===== src/rtl/flot_rec_pkg.sv =====
// Shared definitions for the reciprocal-unit scheduler: float format presets,
// unit latency per preset, and the tag layout carried alongside each operand.
package flot_rec_pkg;

    localparam int FP16_WIDTH   = 16;
    localparam int FP16_EXP     = 5;
    localparam int FP16_MAT     = 10;
    localparam int FP16_REC_LAT = 2;

    localparam int FP24_WIDTH   = 24;
    localparam int FP24_EXP     = 8;
    localparam int FP24_MAT     = 15;
    localparam int FP24_REC_LAT = 3;

    localparam int FP32_WIDTH   = 32;
    localparam int FP32_EXP     = 8;
    localparam int FP32_MAT     = 23;
    localparam int FP32_REC_LAT = 3;

    // Wide enough for the largest supported requester count (8).
    localparam int TAG_ID_MAX_W = 3;

    typedef struct packed {
        logic                    v;
        logic [TAG_ID_MAX_W-1:0] id;
    } rec_tag_t;

    localparam rec_tag_t TAG_IDLE = '{v: 1'b0, id: '0};

    function automatic int wrap_inc(input int x, input int n);
        return (x + 1 >= n) ? 0 : x + 1;
    endfunction

endpackage


===== src/rtl/flot_rec_sched_rr_arbiter.sv =====
// Round-robin priority picker: first set request at or above ptr, wrapping.
module rr_arbiter #(
    parameter int N    = 4,
    parameter int ID_W = 2
) (
    input  logic [N-1:0]    req,
    input  logic [ID_W-1:0] ptr,
    input  logic            en,
    output logic [N-1:0]    grant,
    output logic [ID_W-1:0] grant_id,
    output logic            any
);

    logic [N-1:0] rot;
    int           sel;
    int           idx;

    always_comb begin
        rot      = N'({req, req} >> ptr);
        sel      = 0;
        idx      = 0;
        any      = 1'b0;
        grant_id = '0;
        grant    = '0;
        // Descending scan so the lowest rotated position wins.
        for (int i = N - 1; i >= 0; i--) begin
            if (rot[i]) begin
                sel = i;
                any = 1'b1;
            end
        end
        idx = int'(ptr) + sel;
        if (idx >= N) idx = idx - N;
        grant_id = ID_W'(idx);
        any      = any & en;
        if (any) grant = N'(1) << grant_id;
    end

endmodule


===== src/rtl/flot_rec_sched.sv =====
// Shares one pipelined reciprocal unit among NUM_REQ requesters; a tag pipe
// matching the unit latency routes each result back to its owner.
module flot_rec_sched
    import flot_rec_pkg::*;
#(
    parameter int WIDTH     = FP32_WIDTH,
    parameter int WIDTH_exp = FP32_EXP,
    parameter int WIDTH_mat = FP32_MAT,
    parameter int NUM_REQ   = 4,
    parameter int REC_LAT   = FP32_REC_LAT,
    parameter int ID_W      = $clog2(NUM_REQ)
) (
    input  logic                          CLK,
    input  logic                          RST,
    input  logic [NUM_REQ-1:0]            req_valid,
    input  logic [NUM_REQ*WIDTH-1:0]      req_op,
    input  logic [NUM_REQ-1:0]            req_exce,
    output logic [NUM_REQ-1:0]            req_ready,
    output logic [NUM_REQ-1:0]            rsp_valid,
    input  logic [NUM_REQ-1:0]            rsp_ready,
    output logic [WIDTH-1:0]              rsp_result,
    output logic                          rsp_exce,
    output logic [WIDTH-1:0]              rec_OP,
    output logic                          rec_exce_in,
    output logic                          rec_CE,
    input  logic [WIDTH-1:0]              rec_result,
    input  logic                          rec_exce_out,
    output logic [$clog2(REC_LAT+1)-1:0]  inflight
);

    localparam int CNT_W = $clog2(REC_LAT + 1);

    if (WIDTH_exp + WIDTH_mat + 1 != WIDTH || NUM_REQ < 2 || NUM_REQ > 8 || REC_LAT < 1)
    begin : g_param_chk
        $error("flot_rec_sched: unsupported parameter combination");
    end

    rec_tag_t        tag_q [REC_LAT];
    rec_tag_t        tag_d [REC_LAT];
    logic [ID_W-1:0] rr_ptr_q, rr_ptr_d;
    logic [CNT_W-1:0] inflight_q, inflight_d;

    logic            stall;
    logic            rsp_fire;
    logic            accept;
    logic [ID_W-1:0] grant_id;

    always_comb begin
        rsp_valid = '0;
        for (int i = 0; i < NUM_REQ; i++) begin
            rsp_valid[i] = tag_q[REC_LAT-1].v && (tag_q[REC_LAT-1].id == TAG_ID_MAX_W'(i));
        end
    end

    // A bubble at the head never stalls; only an unconsumed valid result does.
    assign rsp_fire   = |(rsp_valid & rsp_ready);
    assign stall      = tag_q[REC_LAT-1].v & ~rsp_fire;
    assign rec_CE     = ~stall;
    assign rsp_result = rec_result;
    assign rsp_exce   = rec_exce_out;
    assign inflight   = inflight_q;

    rr_arbiter #(
        .N    (NUM_REQ),
        .ID_W (ID_W)
    ) u_arb (
        .req      (req_valid),
        .ptr      (rr_ptr_q),
        .en       (~stall),
        .grant    (req_ready),
        .grant_id (grant_id),
        .any      (accept)
    );

    always_comb begin
        rec_OP      = '0;
        rec_exce_in = 1'b0;
        for (int i = 0; i < NUM_REQ; i++) begin
            if (req_ready[i]) begin
                rec_OP      = req_op[i*WIDTH +: WIDTH];
                rec_exce_in = req_exce[i];
            end
        end
    end

    always_comb begin
        for (int n = 0; n < REC_LAT; n++) tag_d[n] = tag_q[n];
        if (rec_CE) begin
            tag_d[0] = '{v: accept, id: TAG_ID_MAX_W'(grant_id)};
            for (int n = 1; n < REC_LAT; n++) tag_d[n] = tag_q[n-1];
        end

        rr_ptr_d = rr_ptr_q;
        if (accept) rr_ptr_d = ID_W'(wrap_inc(int'(grant_id), NUM_REQ));

        inflight_d = inflight_q;
        case ({accept, rsp_fire})
            2'b10:   inflight_d = inflight_q + CNT_W'(1);
            2'b01:   inflight_d = inflight_q - CNT_W'(1);
            default: inflight_d = inflight_q;
        endcase
    end

    always_ff @(posedge CLK or posedge RST) begin
        if (RST) begin
            for (int n = 0; n < REC_LAT; n++) tag_q[n] <= TAG_IDLE;
            rr_ptr_q   <= '0;
            inflight_q <= '0;
        end else begin
            for (int n = 0; n < REC_LAT; n++) tag_q[n] <= tag_d[n];
            rr_ptr_q   <= rr_ptr_d;
            inflight_q <= inflight_d;
        end
    end

endmodule


===== config.mk =====
export PLATFORM = sky130hd
export DESIGN_NAME = flot_rec_sched
export DESIGN_NICKNAME = d
export VERILOG_FILES = /design/src/rtl/flot_rec_pkg.sv /design/src/rtl/flot_rec_sched_rr_arbiter.sv /design/src/rtl/flot_rec_sched.sv
export SDC_FILE = /design/constraint.sdc
export NUM_CORES = 1
export LEC_CHECK = 0
export BUFFER_PORTS_ARGS = -buffer_cell sky130_fd_sc_hd__buf_4
export CAP_MARGIN = 20
export CORE_AREA = 2 2 97 99
export CTS_CLUSTER_SIZE = 16
export DETAILED_ROUTE_END_ITERATION = 6
export DIE_AREA = 0 0 99 101
export PLACE_DENSITY_LB_ADDON = 0.08
export SETUP_SLACK_MARGIN = 0.1
export SLEW_MARGIN = 20
export SYNTH_ARGS = -nofsm -noshare
export SYNTH_HDL_FRONTEND = slang
export SYNTH_SLANG_ARGS = --single-unit

===== constraint.sdc =====
create_clock -name CLK -period 4.05 [get_ports CLK]
set_clock_uncertainty 0.15 [all_clocks]
set_input_delay 0.2025 -clock CLK [delete_from_list [all_inputs] [get_ports CLK]]
set_output_delay 0.2025 -clock CLK [all_outputs]
set_load 0.02 [all_outputs]

==> results.sh, run 1 <==
export IMPL_tritoncts="built"
export IMPL_startpoint="rr_ptr_q[1]"
export IMPL_reg2reg_to="inflight[1]"
export IMPL_grt_pass1_vias=2800
export IMPL_numCtsBuffers=3
export IMPL_antenna_found_initial=0
export IMPL_crit_path_frequent_cell="buf_4"
export IMPL_hold_viol=0
export IMPL_crit_cells=14
export IMPL_start_kind="flip-flop"
export IMPL_endpoint_kind="output port"
export IMPL_mostFrequentLayoutCells="buf_4 (192), nor2_1 (45), a21oi_1 (36)"
export IMPL_layout_drive_gt1_share_pct=47.7
export IMPL_ys_types=35
export IMPL_post_route_min_period_ns=3.65
export IMPL_path_class="flip-flop to output port"
export IMPL_ys_top_cells_by_area="dfrtp_1 (14%), o2bb2ai_1 (12%), buf_4 (11%)"
export IMPL_grt_remaining_overflow=0
export IMPL_tightest_slew_ns=0.508
export IMPL_crit_path_end="rec_OP[26]"
export IMPL_yosys_area_top_type="dfrtp_1"
export IMPL_place_gp_congestion=0.821
export IMPL_cts_sinks=13
export IMPL_synth_cells=315
export IMPL_cpMaxStageDelayCell="dfrtp_1"
export IMPL_required_ns=3.70
export IMPL_ioPinCount=252
export IMPL_area_delta_synth_final_pct=53.2
export IMPL_fillers=935
export IMPL_diodes=0
export IMPL_worstPathCellList="o21ai_0 -> a21oi_1 -> nor3_1 -> a21oi_1 -> ha_1 -> xnor2_1 -> xnor2_1 -> inv_1 -> ha_1 -> buf_4 -> nor2_2 -> buf_4 -> a211oi_1 -> buf_4"
export IMPL_crit_buf_inv=4
export IMPL_dr_pass1_iters=4
export IMPL_dpl_cell_area_um2=3540
export IMPL_finalSetupTns_ns=0
export IMPL_wl_per_cell_um=16.8
export IMPL_timing_final_ws_setup_ns=0.404
export IMPL_htreeDepth=1
export IMPL_reg2reg_slack_ns=1.51
export IMPL_grt_pass1_wl_um=14200
export IMPL_crit_family="buffers and inverters"
export IMPL_syn_nets=496
export IMPL_cts_root_buf="clkbuf_8"
export IMPL_layout_cells_most_common="buf_4"
export IMPL_ys_flop_type="dfrtp_1"
export IMPL_synth_edff_count=0
export IMPL_drc=0
export IMPL_drv_cap=0
export IMPL_crit_arrival_ns=3.29
export IMPL_seq_area_frac_synth_pct=13.9
export IMPL_vias_per_cell=4.96
export IMPL_critPathMaxStageDelay_ns=0.45
export IMPL_avgSynthCellArea_um2=7.45
export IMPL_via_count=2778
export IMPL_dp_slack_ns=0.639
export IMPL_yosys_warnings=0
export IMPL_yosys_area_top_type_share_pct=13.9
export IMPL_dieArea_um2=10000
export IMPL_hp_class="input port to flip-flop"
export IMPL_clk_path_buf_depth=2
export IMPL_ant_nets=0
export IMPL_maxSlewHeadroom_pct=66.1
export IMPL_rsz0062_at_grt="false"
export IMPL_std_cell_rows=35
export IMPL_finalCritPeriodShare_pct=90.0
export IMPL_fmax_mhz=274
export IMPL_post_cts_buffers=0
export IMPL_status="complete, no violations"
export IMPL_setup_viol=0
export IMPL_finalWirelength_um=9410
export IMPL_chipWidth_um=99
export IMPL_synth_async_reset_ratio_pct=100
export IMPL_grt_max_degree=43
export IMPL_drt_iter0_markers=52
export IMPL_fin_nets=631
export IMPL_critPathMaxFanout=33
export IMPL_drv_slew=0
export IMPL_coreArea_um2=8980
export IMPL_fp_dieH_um=101
export IMPL_grtUsageTotal_pct=17.4
export IMPL_initial_utilization_pct=26.1
export IMPL_worst_r2r_cell_count=7
export IMPL_clkTransAtPathRegs_ns=0.05
export IMPL_r2r_start="tag_q[0]"
export IMPL_syn_cell_area_um2=2350
export IMPL_io_buffer_count=185
export IMPL_place_hpwl_um=7260
export IMPL_clock_latency_ns=0.24
export IMPL_synth_seq_cells=13
export IMPL_design_area_um2=3590
==> synthesized netlist by cell type (4+ instances only) <==
cell,n
o21ai_0,5
a211oi_1,29
clkbuf_1,23
mux2_4,7
xnor2_1,4
a211oi_2,4
buf_6,6
buf_4,33
dfrtp_1,13
inv_1,10
ha_1,6
nand2_1,7
and3_1,31
o2bb2ai_1,31
a21oi_1,36
nor2_1,46
==> state kept, by name (all words and copies together) (netlist names) <==
| name | cells |
|---|---|
| inflight | 2 |
| tag_q | 9 |
| rr_ptr_q | 2 |
==> cell families (layout without fill, tap and decap cells) <==
family	Yosys count	in the layout	share of synthesized area, %
AND/OR/NAND/NOR	93	93	19.4
AO/OA/AOI/OAI	114	114	36.3
multiplexers	9	9	6.03
buffers and inverters	75	209	19.3
flip-flops	13	13	13.9
XOR/XNOR	5	5	1.87
adder cells (fa/ha/maj)	6	6	3.20
==> worst reg2reg max path, stage by stage, from the launching register on <==
cell       delay (ns)
dfrtp_1          0.49
mux2i_1          0.40
a2bb2oi_4        0.19
o41ai_4          0.08
buf_4            0.48
ha_1             0.36
nor2_1           0.14
xor2_1           0.16
==> layout make-up <==
cell class	count	area, um^2	area share, %
flip-flops and latches	13	325	9.05
multi-input cells	227	1570	43.8
repair buffers	194	1470	40.9
clock buffers	4	45.0	1.25
inverters	11	41.3	1.15
well taps	111	139	3.86
==> routing by layer <==
| metal | track usage, % | wire length, um | vias up |
|---|---|---|---|
| met5 | 0 | 0 | - |
| met4 | 3.69 | 112 | 0 |
| met3 | 4.37 | 692 | 10 |
| met2 | 31.7 | 4900 | 116 |
| met1 | 20.6 | 3720 | 1274 |
| li1 | - | - | 1378 |
==> how the worst min path moves through the flow <==
stage	from	end	slack, ns	cells after the start
final	rsp_ready[2]	tag_q[1]	0.19	3
after global routing	rsp_ready[3]	tag_q[1]	0.20	3
after CTS	rsp_ready[3]	tag_q[1]	0.18	3
after detailed placement	RST	inflight[1]	0.12	2
after global placement	RST	inflight[1]	0.11	2
after floorplan	RST	inflight[0]	-0.07	1
==> through the flow <==
| step | hold WS [ns] | utilization [%] | std cells |
|---|---|---|---|
| after floorplan | -0.0705 | - | 315 |
| after global placement | 0.113 | 39.4 | 555 |
| after detailed placement | 0.120 | 39.4 | 555 |
| after CTS | 0.185 | 40.0 | 560 |
| after global routing | 0.199 | 40.0 | 560 |
| final | 0.188 | 40.0 | 560 |
==> timing repair <==
item	4_1_cts	5_1_grt
gates resized for setup	0	1
hold buffers	1	0
endpoints found under the hold margin	13	0
endpoints found under the setup margin	0	6
Power of run 1 is left out: the tool's default activity adds up to more than one toggle a clock period on the data nets, which glitch-free logic cannot reach.
==> inputs of run 2 (changes only) <==
CTS_BUF_LIST = sky130_fd_sc_hd__clkbuf_4 sky130_fd_sc_hd__clkbuf_8   (was default)
==> run 2 against run 1 <==
  * Maximum frequency unchanged
  * Wire length about the same
  * Sequential cell count unchanged
  * Final cell count unchanged
  * Setup slack about the same
  * Critical path type unchanged
==> results.sh, run 2 (synthesis results as in run 1) <==
export IMPL_status="complete, no violations"
export IMPL_chipWidth_um=99
export IMPL_vias_per_cell=4.96
export IMPL_drv_cap=0
export IMPL_grt_max_degree=43
export IMPL_post_route_min_period_ns=3.65
export IMPL_io_buffer_count=185
export IMPL_fin_nets=631
export IMPL_place_gp_congestion=0.821
export IMPL_coreArea_um2=8980
export IMPL_dieArea_um2=10000
export IMPL_hp_class="input port to flip-flop"
export IMPL_fp_dieH_um=101
export IMPL_post_cts_buffers=0
export IMPL_drv_slew=0
export IMPL_std_cell_rows=35
export IMPL_area_delta_synth_final_pct=53.4
export IMPL_finalCritPeriodShare_pct=90.0
export IMPL_place_hpwl_um=7260
export IMPL_antenna_found_initial=0
export IMPL_layout_drive_gt1_share_pct=47.9
export IMPL_tightest_slew_ns=0.508
export IMPL_worst_r2r_cell_count=7
export IMPL_top_register="tag_q"
export IMPL_crit_arrival_ns=3.29
export IMPL_ioPinCount=252
export IMPL_mostFrequentLayoutCells="buf_4 (192), nor2_1 (45), a21oi_1 (36)"
export IMPL_via_count=2778
export IMPL_required_ns=3.70
export IMPL_tritoncts="built"
export IMPL_fmax_mhz=274
export IMPL_path_class="flip-flop to output port"
export IMPL_largest_reg_flops=9
export IMPL_clock_latency_ns=0.24
export IMPL_htreeDepth=1
export IMPL_clkTransAtPathRegs_ns=0.05
export IMPL_hold_viol=0
export IMPL_setup_viol=0
export IMPL_endpoint_kind="output port"
export IMPL_drc=0
export IMPL_clk_path_buf_depth=2
export IMPL_layout_cells_most_common="buf_4"
export IMPL_crit_path_end="rec_OP[26]"
export IMPL_min_from="rsp_ready[2]"
export IMPL_fillers=935
export IMPL_cts_root_buf="clkbuf_8"
export IMPL_grt_pass1_wl_um=14200
export IMPL_grt_remaining_overflow=0
export IMPL_reg2reg_to="inflight[1]"
export IMPL_r2r_start="tag_q[0]"
export IMPL_drt_iter0_markers=52
export IMPL_diodes=0
export IMPL_ant_nets=0
export IMPL_rsz0062_at_grt="false"
export IMPL_initial_utilization_pct=26.1
export IMPL_finalWirelength_um=9410
export IMPL_dr_pass1_iters=4
export IMPL_grtUsageTotal_pct=17.4
export IMPL_maxSlewHeadroom_pct=66.1
export IMPL_finalSetupTns_ns=0
export IMPL_reg2reg_slack_ns=1.51
export IMPL_critPathMaxFanout=33
export IMPL_numCtsBuffers=3
export IMPL_startpoint="rr_ptr_q[1]"
export IMPL_grt_pass1_vias=2797
export IMPL_wl_per_cell_um=16.8
export IMPL_start_kind="flip-flop"
export IMPL_cts_sinks=13
run 2: cell types whose count changed in the layout (fill, tap and decap cells not counted):
| cell | previous run | this run |
|---|---|---|
| clkbuf_1 | 1 | 0 |
| clkbuf_4 | 0 | 1 |
run 2: repair_timing:
item                                    4_1_cts  5_1_grt
gates resized for setup                       0        1
endpoints found under the setup margin        0        6
hold endpoints to repair                     13        0
hold buffers                                  1        0
run 2: through the flow:
step / std cells / util (%) / worst slack [ns] / hold slack, ns / area [um^2]
5_1_grt: 560 / 40.1 / 0.100 / 0.201 / 3600
3_5_place_dp: 555 / 39.4 / 0.639 / 0.120 / 3540
4_1_cts: 560 / 40.1 / 0.349 / 0.185 / 3600
2_1_floorplan: 315 / - / 0.800 / -0.0705 / 2350
6_report: 560 / 40.1 / 0.404 / 0.190 / 3600
3_3_place_gp: 555 / 39.4 / 0.724 / 0.113 / 3540
run 2: critical path: stages (launching register included):
cell and delay (ns):
dfrtp_1 0.45, o21ai_0 0.19, a21oi_1 0.09, nor3_1 0.16, a21oi_1 0.06, ha_1 0.20, xnor2_1 0.13, xnor2_1 0.31
inv_1 0.12, ha_1 0.21, buf_4 0.26, nor2_2 0.13, buf_4 0.38, a211oi_1 0.16, buf_4 0.19
run 2: cell type report:
class                   count  area (um^2)  share of cell area, %
inverters                  11         41.3                   1.15
flip-flops and latches     13          325                   9.04
clock buffers               4         48.8                   1.36
repair buffers            194         1470                   40.9
multi-input cells         227         1570                   43.7
well taps                 111          139                   3.86
run 2: how the worst min path moves through the flow:
stage / to / slack (ns) / depth (start not counted)
2_1_floorplan: inflight[0] / -0.07 / 1
3_3_place_gp: inflight[1] / 0.11 / 2
3_5_place_dp: inflight[1] / 0.12 / 2
4_1_cts: tag_q[1] / 0.18 / 3
5_1_grt: tag_q[1] / 0.20 / 3
6_report: tag_q[1] / 0.19 / 3
run 2: layer usage:
| metal | share of wire [%] | global-route usage, % | up-vias |
|---|---|---|---|
| li1 | - | - | 1378 |
| met1 | 39 | 20.5 | 1274 |
| met2 | 52 | 31.7 | 116 |
| met3 | 7.4 | 4.37 | 10 |
| met4 | 1.2 | 3.69 | 0 |
| met5 | 0 | 0 | - |
Power of run 2 is left out for the same reason.
